[src/rtl/flipflop_regfile_pkg.sv]
// Shared definitions for the flip-flop register file: error codes and the op request bundle.
// Optional write-protect support is enabled with the FFRF_LOCK_EN macro.
package flipflop_regfile_pkg;
    localparam int ERR_W = 3;

    localparam logic [ERR_W-1:0] ERR_NONE       = 3'd0;
    localparam logic [ERR_W-1:0] ERR_CONFLICT   = 3'd1;
    localparam logic [ERR_W-1:0] ERR_RANGE      = 3'd2;
    localparam logic [ERR_W-1:0] ERR_RD_INVALID = 3'd3;
    localparam logic [ERR_W-1:0] ERR_LOCKED     = 3'd4;

    typedef struct packed {
        logic wr;
        logic rd;
        logic clr;
        logic lock;
    } op_t;
endpackage

[src/rtl/flipflop_regfile_entry.sv]
// One register-file entry: data register, valid bit and (with FFRF_LOCK_EN) a sticky lock bit.
// The top guarantees at most one enable is high and that locked entries never see we/clr.
module flipflop_regfile_entry #(
    parameter int WIDTH = 8
) (
    input  logic             clk,
    input  logic             resetn,
    input  logic             we,
    input  logic             clr,
`ifdef FFRF_LOCK_EN
    input  logic             lock_set,
    output logic             locked,
`endif
    input  logic [WIDTH-1:0] din,
    output logic [WIDTH-1:0] q,
    output logic             valid
);
    always_ff @(posedge clk or negedge resetn) begin
        if (!resetn) begin
            q     <= '0;
            valid <= 1'b0;
        end else if (we) begin
            q     <= din;
            valid <= 1'b1;
        end else if (clr) begin
            // data is intentionally retained; only the entry is marked empty
            valid <= 1'b0;
        end
    end

`ifdef FFRF_LOCK_EN
    always_ff @(posedge clk or negedge resetn) begin
        if (!resetn)       locked <= 1'b0;
        else if (lock_set) locked <= 1'b1;
    end
`endif
endmodule

[src/rtl/flipflop_regfile.sv]
// WIDTH x DEPTH flop register file with valid tracking, occupancy, registered read and coded errors.
// Define FFRF_LOCK_EN to add the lock port and per-entry write protection.
module flipflop_regfile
    import flipflop_regfile_pkg::*;
#(
    parameter  int WIDTH = 8,
    parameter  int DEPTH = 8,
    localparam int AW    = $clog2(DEPTH)
) (
    input  logic             clk,
    input  logic             resetn,
    input  logic [WIDTH-1:0] din,
    input  logic [AW-1:0]    addr,
    input  logic             wr,
    input  logic             rd,
    input  logic             clr,
`ifdef FFRF_LOCK_EN
    input  logic             lock,
`endif
    output logic [WIDTH-1:0] dout,
    output logic             dout_valid,
    output logic             error,
    output logic [ERR_W-1:0] err_code,
    output logic [DEPTH-1:0] ff_status_bar,
    output logic [AW:0]      occupancy,
    output logic             full,
    output logic             empty
);
    op_t                          op;
    logic [DEPTH-1:0]             valid_vec;
    logic [DEPTH-1:0]             lock_vec;
    logic [DEPTH-1:0][WIDTH-1:0]  q_vec;
    logic                         sel_valid, sel_lock, in_range, op_ok;
    logic [WIDTH-1:0]             sel_data;
    logic [ERR_W-1:0]             err_nxt;

    assign op.wr  = wr;
    assign op.rd  = rd;
    assign op.clr = clr;
`ifdef FFRF_LOCK_EN
    assign op.lock = lock;
`else
    assign op.lock = 1'b0;
    assign lock_vec = '0;
`endif

    // DEPTH need not be a power of two, so addresses past the last entry must be caught
    assign in_range = (int'(addr) < DEPTH);

    always_comb begin
        sel_valid = 1'b0;
        sel_lock  = 1'b0;
        sel_data  = '0;
        for (int i = 0; i < DEPTH; i++) begin
            if (addr == AW'(i)) begin
                sel_valid = valid_vec[i];
                sel_lock  = lock_vec[i];
                sel_data  = q_vec[i];
            end
        end
    end

    always_comb begin
        err_nxt = ERR_NONE;
        if ($countones(op) > 1)                  err_nxt = ERR_CONFLICT;
        else if (op != '0 && !in_range)          err_nxt = ERR_RANGE;
        else if ((op.wr || op.clr) && sel_lock)  err_nxt = ERR_LOCKED;
        else if (op.rd && !sel_valid)            err_nxt = ERR_RD_INVALID;
    end

    assign op_ok = (op != '0) && (err_nxt == ERR_NONE);

    for (genvar i = 0; i < DEPTH; i++) begin : g_entry
        logic hit;
        assign hit = op_ok && (addr == AW'(i));

        flipflop_regfile_entry #(.WIDTH(WIDTH)) u_entry (
            .clk      (clk),
            .resetn   (resetn),
            .we       (hit && op.wr),
            .clr      (hit && op.clr),
`ifdef FFRF_LOCK_EN
            .lock_set (hit && op.lock),
            .locked   (lock_vec[i]),
`endif
            .din      (din),
            .q        (q_vec[i]),
            .valid    (valid_vec[i])
        );
    end

    always_ff @(posedge clk or negedge resetn) begin
        if (!resetn) begin
            dout       <= '0;
            dout_valid <= 1'b0;
            error      <= 1'b0;
            err_code   <= ERR_NONE;
            occupancy  <= '0;
        end else begin
            dout_valid <= op_ok && op.rd;
            if (op_ok && op.rd) dout <= sel_data;
            error    <= (err_nxt != ERR_NONE);
            err_code <= err_nxt;
            // count only valid-state transitions, so it stays within 0..DEPTH
            if (op_ok && op.wr && !sel_valid)
                occupancy <= occupancy + (AW+1)'(1);
            else if (op_ok && op.clr && sel_valid)
                occupancy <= occupancy - (AW+1)'(1);
        end
    end

    assign ff_status_bar = ~valid_vec;
    assign full          = (occupancy == (AW+1)'(DEPTH));
    assign empty         = (occupancy == '0);
endmodule

[config.mk]
export PLATFORM = sky130hd
export DESIGN_NAME = flipflop_regfile
export DESIGN_NICKNAME = d
export VERILOG_FILES = /design/src/rtl/flipflop_regfile_pkg.sv /design/src/rtl/flipflop_regfile_entry.sv /design/src/rtl/flipflop_regfile.sv
export SDC_FILE = /design/constraint.sdc
export NUM_CORES = 1
export LEC_CHECK = 0
export CAP_MARGIN = 30
export CORE_MARGIN = 8
export CORE_UTILIZATION = 26
export DETAILED_ROUTE_END_ITERATION = 16
export PLACE_DENSITY = 0.41
export SETUP_SLACK_MARGIN = 0.15
export SYNTH_ARGS = -nofsm -noshare
export SYNTH_HDL_FRONTEND = slang
export SYNTH_HIERARCHICAL = 1
export SYNTH_SLANG_ARGS = --single-unit
[constraint.sdc]
create_clock -name clk -period 6 [get_ports clk]
set_input_delay 0.6 -clock clk [delete_from_list [all_inputs] [get_ports clk]]
set_output_delay 0.6 -clock clk [all_outputs]
set_load 0.05 [all_outputs]
==> out/metrics.cfg, run 1 <==
[floorplanning]
die_h_microns=149
start_util_pct=26.6
coreArea_sq_um=17400
row_count=48
die_w_microns=149
die-area_sq_um=22300
io_pins=43

[synth]
syn_area_sq_um=4620
async_flop_share_pct=100
syn_inst=364
synth-edff-count=0
synth_flop_cell=dfrtp_1
ys_seq_area_share_pct=47.1
yosys_register_bits=87
syn_nets=385
avgSynthCellArea_sq_um=12.7
synth.distinct_cells=45
yosysWarnings=6

[grt]
grt_pass1_vias=3175
grt_overflow=0
grt_max_degree=46
grt_pass1_wl_microns=18900
antenna_found_initial=0
grtUsageTotal_pct=11.1

[placement]
place.gp.congestion=0.747
port_buffers=41
place_ws_ns=1.70
placed_cell_area_sq_um=5260
dpl.hpwl_microns=7730

[timing]
drv_slew=0
fmax_mhz=277
finalSetupViolCount=0
tns_ns=0
relSlewSlack_pct=31.3
finalCriticalPeriod_ns=3.61
rsz0062_at_grt=false
finClkSkew_ns=0.00932
fin_ws_ns=2.39
worst_pin_slew_ns=1.03
hold_viol=0
finalCritPeriodShare_pct=60.2

[power_and_ir_drop]
p_sw_uw=831
internal_power_mw=1.57
cellLeakagePower_nw=2.44
peakVddDrop_mv=0.172
combPwrFrac_pct=36.6
clockPowerShare_pct=25.1
swShare_pct=34.6
power_density_nw_per_um2=430
pwr-share-seq_pct=38.3
power.total_mw=2.40

[clock_network]
cts_buffers=9
holdBufCountCts=0
cts_root_buffer=clkbuf_16
clkTransAtPathRegs_ns=0.06
clock_path_buffers=2
post_cts_resize_count=0
cts_max_level=3
cts_sinks=87
cts_setup_buffers=0
tritoncts=yes
clock_latency_ns=0.34

[drt]
drt.antenna.violating_nets=0
wire_per_inst_microns=18.2
vias_per_cell=4.51
num_vias=2858
dr.pass1.iters=4
routed_wl_microns=11500
drc=0
drt_iter0_markers=145

[final_layout]
most-common-layout-cells=87 x dfrtp_1, 64 x mux2_4, 39 x clkdlybuf4s50_1
syn_to_final_growth_pct=20.9
layout_commonest_cell=dfrtp_1
fin_nets=426
diodes=0
drive_gt1_share_pct=29.6
design_area_sq_um=5590

[flow_run]
drv_cap=0

[run_status]
status=finished, final reports clean

[setup_path]
crit_required_ns=6.22
startpoint_type=input pin
worstSetupEndpointType=flop
crit_path_max_fanout=12
crit_arrival_ns=3.83
worstSetupPathType=in2reg

[worst_hold_path]
min_path_type=in2async

[metal layers]
layer	part of all wire, %	GRT usage (%)	vias to the layer above
li1	-	-	1349
met1	49	14.9	1454
met2	46	17.3	49
met3	3.6	3.16	6
met4	0.68	2.42	0
met5	0	0	-
[critical path: stages]
cell	delay (ns)
clkdlybuf4s50_1	0.85
buf_8	0.23
mux4_2	0.30
a21boi_4	0.17
o31ai_2	0.85
nor3_2	0.27
buf_4	0.25
mux2_4	0.29
[power by group through the flow]
stage	Clock [mW]	Combinational (mW)	Sequential, mW
3_3_place_gp	0	0.879	0.929
4_1_cts	0.623	0.892	0.921
6_report	0.604	0.880	0.920
5_1_grt	0.654	0.944	0.950
2_1_floorplan	0	0.500	1.04
3_5_place_dp	0	0.888	0.929
[synthesized netlist by cell type (all sizes together), types with 2 or more instances]
library cell,number,area share (%)
nor4,3,0.41
nand3,3,0.32
or3,3,0.62
nand2,18,1.6
clkbuf,6,0.49
ha,4,1.1
a211oi,3,0.49
nor2,15,1.5
inv,19,1.5
mux2i,20,4.3
mux2,74,23
nor2b,3,0.41
o21ai,28,3.0
nor3,8,0.97
xor2,2,0.38
buf,18,3.4
a21oi,11,1.4
a22o,3,0.57
a21o,13,2.3
a32oi,3,0.57
nand2b,8,1.1
dfrtp,87,47
[final timing paths]
check                                          from                        to  slack (ns)  cells past startpoint
setup / recovery                            addr[1]   g_entry[6].u_entry/q[7]        2.39                      8
hold / removal                               resetn                   dout[7]        0.26                      1
setup reg to reg           g_entry[6].u_entry/valid   g_entry[6].u_entry/q[7]        3.13                      6
hold reg to reg            g_entry[3].u_entry/valid  g_entry[3].u_entry/valid        0.50                      1
max in group asynchronous                    resetn  g_entry[1].u_entry/valid        4.73                      2
min in group clk           g_entry[3].u_entry/valid  g_entry[3].u_entry/valid        0.50                      1
[sequential cells by signal, summed over array words and instances, names as in the netlist]
name,flops
dout,8
dout_valid,1
err_code,2
g_entry.u_entry/q,64
g_entry.u_entry/valid,8
occupancy,4
[cell type report]
class	instances	area, sq um
inverter	19	71.3
fill	1716	11800
clock inverter	4	70.1
sequential	87	2180
multi-input combinational	234	2240
timing repair buffer	54	508
tap	225	282
clock buffer	11	243
[cells by family (layout without fill, tap and decap cells)]
kind of cell | after synthesis | count (layout) | share of synthesized area [%]
other cells | 1 | 1 | 0.0811
simple gates | 64 | 64 | 7.39
mux | 95 | 95 | 28.0
fa+ha+maj | 5 | 5 | 1.52
compound gates | 66 | 66 | 9.85
flops | 87 | 87 | 47.1
buf+inv | 43 | 88 | 5.47
xor+xnor | 3 | 3 | 0.568
[per-stage QoR]
stage,instances,util (%),hold slack (ns)
2_1_floorplan,364,-,0.304
3_3_place_gp,618,30.3,0.477
3_5_place_dp,618,30.3,0.482
4_1_cts,633,32.1,0.273
5_1_grt,634,32.2,0.293
6_report,634,32.2,0.259
Power figures use the tool's default switching activity.
==> run 2: changes to the inputs <==
Settings changed: PLACE_DENSITY 0.41 to 0.43.
Clock period 6 ns to 3.1 ns, I/O delays scaled along.
==> out/metrics.cfg, run 2 (synthesis results as in run 1) <==
[grt]
grtUsageTotal_pct=10.8  ; -0.26 points
grt_max_degree=69  ; +50%
grt_pass1_vias=3142  ; -1.0%
grt_overflow=0  ; unchanged
antenna_found_initial=0  ; unchanged
grt_pass1_wl_microns=18600  ; -1.5%

[floorplanning]
coreArea_sq_um=17400  ; unchanged
die_h_microns=149  ; unchanged
io_pins=43  ; unchanged
die-area_sq_um=22300  ; unchanged
start_util_pct=26.6  ; unchanged
die_w_microns=149  ; unchanged
row_count=48  ; unchanged

[clock_network]
cts_setup_buffers=0  ; unchanged
cts_sinks=87  ; unchanged
post_cts_resize_count=0  ; unchanged
cts_root_buffer=clkbuf_16
cts_max_level=3  ; unchanged
holdBufCountCts=0  ; unchanged
clock_latency_ns=0.34  ; about the same
clock_path_buffers=2  ; unchanged
clkTransAtPathRegs_ns=0.06  ; about the same
tritoncts=yes
cts_buffers=9  ; unchanged

[flow_run]
drv_cap=0  ; unchanged

[drt]
dr.pass1.iters=4  ; unchanged
num_vias=2930  ; +2.5%
drt_iter0_markers=116  ; -20%
routed_wl_microns=11400  ; -1.2%
vias_per_cell=4.51  ; +0.15%
wire_per_inst_microns=17.6  ; -3.4%
drt.antenna.violating_nets=0  ; unchanged
drc=0  ; unchanged

[timing]
fin_ws_ns=0.343  ; -2.04 ns
fmax_mhz=363
finalSetupViolCount=0  ; unchanged
drv_slew=0  ; unchanged
hold_viol=0  ; unchanged
finalCritPeriodShare_pct=88.9
finalCriticalPeriod_ns=2.76
rsz0062_at_grt=false
worst_pin_slew_ns=0.510  ; -0.515 ns
relSlewSlack_pct=65.9  ; +35 points
finClkSkew_ns=0.00316  ; -0.00616 ns

[final_layout]
largestRegisters=g_entry.u_entry/q (64), dout (8), g_entry.u_entry/valid (8)
syn_to_final_growth_pct=23.8
diodes=0  ; unchanged
fin_nets=440  ; +3.3%
layout_commonest_cell=dfrtp_1
top_register=g_entry.u_entry/q
drive_gt1_share_pct=32.1  ; +2.5 points
instances_no_fill=649  ; +2.4%
design_area_sq_um=5720  ; +2.3%
largest_reg_flops=64  ; unchanged
most-common-layout-cells=87 x dfrtp_1, 64 x mux2_4, 39 x clkdlybuf4s50_1

[placement]
place_ws_ns=-0.00191  ; -1.70 ns
dp_cells=631  ; +2.1%
place.gp.congestion=0.762  ; +2.0%
dpl.hpwl_microns=7810  ; +0.96%
port_buffers=41  ; unchanged
placed_cell_area_sq_um=5360  ; +1.9%

[setup_path]
crit_required_ns=3.33  ; -2.89 ns
startpoint_type=input pin
slowest_stage=clkdlybuf4s50_1
crit_chain=clkdlybuf4s50_1 > mux2i_1 > a2bb2oi_1 > a21oi_4 > or3_4 > ha_1 > a21o_1 > a21oi_1 > nand2b_1 > o22a_1 > xnor2_1
worstSetupEndpointType=flop
cpPeakStageDelay_ns=0.65  ; -0.20 ns
crit_path_max_fanout=6  ; -6
worstSetupPathType=in2reg
crit_arrival_ns=2.98  ; -0.85 ns

[run_status]
status=finished, final reports clean

[power_and_ir_drop]
power_density_nw_per_um2=815  ; +89%
peakVddDrop_mv=0.362  ; +110%
cellLeakagePower_nw=2.52  ; +3.4%
power.total_mw=4.66  ; +94%

[worst_hold_path]
min_path_type=in2reg

## run 2: area by class of cell
class | instances | area (sq um)
inverters | 19 | 71.3
multi-input cells | 234 | 2240
clock inverters | 6 | 83.8
repair buffers | 68 | 628
fillers | 1712 | 11600
flip-flops and latches | 87 | 2180
well taps | 225 | 282
clock buffers | 10 | 239
## run 2: final timing paths
kind	from	end	slack, ns	cells after the start
setup / recovery	addr[1]	occupancy[3]	0.34	11
hold / removal	addr[0]	g_entry[4].u_entry/valid	0.45	4
setup reg to reg	g_entry[7].u_entry/valid	occupancy[3]	0.53	9
hold reg to reg	dout[3]	dout[3]	0.48	1
max in group asynchronous	resetn	dout[0]	2.06	4
min in group asynchronous	resetn	dout[4]	0.51	3
## run 2: through the flow
step | setup TNS [ns] | util, % | hold WS (ns)
floorplan | 0 | - | 0.0144
global placement | 0 | 30.9 | 0.472
detailed placement | -0.00191 | 30.9 | 0.475
CTS | 0 | 32.7 | 0.144
global route | 0 | 33.0 | 0.484
finish | 0 | 33.0 | 0.452
## run 2: per-layer routing
metal	vias up	global-route usage, %	share of wire [%]
met5	-	0	0
met3	11	2.79	4.3
met1	1481	14.6	49
met4	0	3.48	1.2
li1	1378	-	-
met2	60	16.5	45
## run 2: where the power goes
part	internal, mW	switching (mW)	leakage, nW
sequential	1.52	0.252	1.08
combinational	0.822	0.891	1.28
clock	0.725	0.456	0.162
## run 2: critical path, delay by kind of cell
kind / cells / cell delay [ns]
buf+inv: 1 / 0.65
simple gates: 2 / 0.48
mux: 1 / 0.25
compound gates: 5 / 0.89
xor+xnor: 1 / 0.12
fa+ha+maj: 1 / 0.29
==> RTL edit: new RTL, config.mk and constraints of run 2 <==
Build with the macro `FFRF_LOCK_EN` defined.
--- a/src/rtl/flipflop_regfile_entry.sv
+++ b/src/rtl/flipflop_regfile_entry.sv
@@ -2,2 +2,4 @@
 // The top guarantees at most one enable is high and that locked entries never see we/clr.
+`define FFRF_LOCK_EN
+
 module flipflop_regfile_entry #(
Interface: changed (added lock); port bits go from 43 to 44. No check against the original RTL was run, so the function may have changed too.
==> RTL edit against run 2 <==
- routed wire length is 17% higher
- sequential cell count up 10
- clock power fell by 9%
- area after synthesis grew 11%
- design area increased by 11%
- combinational power decreased by 4%
- setup slack improved by 0.069 ns
- power shrank 2.1%
==> RTL edit: results (changes against run 2) <==
INFO  metric antenna_found_initial = 0 (unchanged)
INFO  metric irDropWorstVdd = 0.189 mV (-48%)
INFO  metric finish.instance_area = 0.00637 mm² (+11%)
INFO  metric clk_pin_slew = 0.06 ns (about the same)
INFO  metric drive_above_1_share = 34.7% (+2.6 points)
INFO  metric place.detailed.hpwl = 9.18 mm (+18%)
INFO  metric async_flop_share = 100% (unchanged)
INFO  metric finalWeightedCongestion = 0.784 (+2.8%)
INFO  metric wire_length_of_the_first_global_routing_pass = 21.9 mm (+18%)
INFO  metric drt_iter0_drc = 236 (+100%)
INFO  metric static-leakage-power = 2.87 nW (+14%)
INFO  metric grt_pass1_vias = 3,744 (+19%)
INFO  metric max_slew_headroom = 60.2% (-5.7 points)
INFO  metric placement.setup.worst_slack = 0.0149 ns (+0.0168 ns)
INFO  metric worst_skew_pair.late_latency = 0.35 ns
INFO  metric ys_warn_count = 6 (unchanged)
INFO  metric synth_fp_nets = 434 (+13%)
INFO  metric largest_reg_flops = 64 (unchanged)
INFO  metric dp_cells = 739 (+17%)
INFO  metric via_count = 3,341 (+14%)
INFO  metric post_synth_main_area_contributors = dfrtp_1 47%, mux2_4 21%, mux2i_1 4.1%
INFO  metric crit_fanout = 7 (+1)
INFO  metric dpl_cell_area = 0.00607 mm² (+13%)
INFO  metric cts_inserted_buffers = 9 (unchanged)
INFO  metric synth_cell_type_count = 49 (+8.9%)
INFO  metric synth_flop_type = dfrtp_1
INFO  metric fill_cells = 2,021 (+18%)
INFO  metric worst_clock_skew = 0.00895 ns (+0.00579 ns)
INFO  metric synth_top_area_share = 47.4% (+0.28 points)
INFO  metric outcome = finished clean
INFO  metric syn_area_per_cell = 12.4 µm² (-2.1%)
INFO  metric critPathMaxStageDelay = 0.56 ns (-0.09 ns)
INFO  metric register_containing_the_most_flip_flops_in_the_final_layout = g_entry.u_entry/q
INFO  metric yosys-top-cells-count = 97 x dfrtp_1, 72 x mux2_4, 31 x nor2_1, 24 x inv_1, 22 x o21ai_0
INFO  metric maxUsedRoutingLayer = met4
INFO  metric drtPass1Iterations = 4 (unchanged)
INFO  metric grt_start_max_net_pins = 56 (-19%)
INFO  metric total_routed_wire_length_on_the_met1_layer = 6.34 mm (+13%)
INFO  metric diodes_inserted = 0 (unchanged)
INFO  metric place.port_buffers = 43 (+4.9%)
INFO  metric clock_tree.htree_level_count = 3 (unchanged)
INFO  metric hp-class = input pin to flop
INFO  metric clockRootBuffer = clkbuf_16
INFO  metric routed-wl-met2 = 6.19 mm (+20%)
INFO  metric final_nets = 508 (+15%)
INFO  metric routed_wl = 13.3 mm (+17%)
INFO  metric synth.yosys.seq_area_share = 47.4% (+0.28 points)
INFO  metric grtUsageTotal = 11.6% (+0.78 points)
INFO  metric cp_slowest_cell = clkdlybuf4s50_1
INFO  metric crit_arrival = 2.92 ns (-0.06 ns)
INFO  metric detailroute.wirelength.met3 = 587 µm (+19%)
INFO  metric post_drt_via_cell_ratio = 4.43 (-2.0%)
INFO  metric ctsLongestPathBuffers = 2 (unchanged)
==> RTL edit: cell count changes after synthesis, sizes merged, moves of 3 or more <==
| cell | change |
|---|---|
| a32oi | -3 |
| or3 | -3 |
| a22o | -3 |
| o21ai | -5 |
| a211oi | +3 |
| a21o | -4 |
| dfrtp | +10 |
| inv | +6 |
| nor3 | +7 |
| or2 | +8 |
| nand3b | +4 |
| nor2 | +17 |
| nand2 | -4 |
==> RTL edit: report_power, final <==
group / total, mW / switching, mW / leakage, nW / internal (mW)
Sequential: 1.86 / 0.251 / 1.25 / 1.60
Clock: 1.07 / 0.480 / 0.136 / 0.585
Combinational: 1.64 / 0.844 / 1.49 / 0.801
==> RTL edit: worst max-delay path, delay by kind of cell <==
family / cells / cell delay (ns)
mux: 1 / 0.14
xor+xnor: 1 / 0.13
simple gates: 4 / 0.51
buf+inv: 2 / 0.74
fa+ha+maj: 1 / 0.31
compound gates: 4 / 0.79
==> RTL edit: final cells by class <==
cell class,count,share of cell area [%]
Clock buffer,13,4.08
Clock inverter,2,0.216
Inverter,25,1.47
Multi-Input combinational cell,266,38.5
Sequential cell,97,38.1
Tap cell,265,5.20
Timing Repair Buffer,87,12.4
==> RTL edit: what timing repair did <==
action | in CTS | in global routing
setup endpoints to repair | 0 | 1
gates resized for setup | 0 | 8
buffers inserted | 0 | 0
hold buffers | 1 | 0
hold endpoints to repair | 42 | 0
==> RTL edit: kinds of logic (layout without fill, tap and decap cells) <==
kind of cell | count (synthesis) | after routing | share of synthesized area (%)
buffers and inverters | 49 | 127 | 5.40
AO/OA/AOI/OAI | 62 | 62 | 8.06
multiplexers | 100 | 100 | 27.5
adder cells (fa/ha/maj) | 5 | 5 | 1.51
AND/OR/NAND/NOR | 96 | 96 | 9.67
flip-flops | 97 | 97 | 47.4
XOR/XNOR | 3 | 3 | 0.513
==> RTL edit: final timing paths <==
path                                                 from                        end  slack (ns)  cells past startpoint
worst max-delay path                              addr[1]               occupancy[3]        0.41                     13
worst min-delay path                                   rd                err_code[1]        0.26                      3
max in group asynchronous                          resetn    g_entry[7].u_entry/q[5]        1.89                      3
min in group asynchronous                          resetn  g_entry[3].u_entry/locked        0.49                      2
worst min register to register  g_entry[0].u_entry/locked  g_entry[0].u_entry/locked        0.47                      1
worst max register to register   g_entry[5].u_entry/valid               occupancy[3]        0.46                     10
==> RTL edit: metal layers <==
layer,vias up,GRT usage (%)
met2,77,18.3
li1,1579,-
met4,0,4.26
met3,15,1.96
met1,1670,15.7
met5,-,0
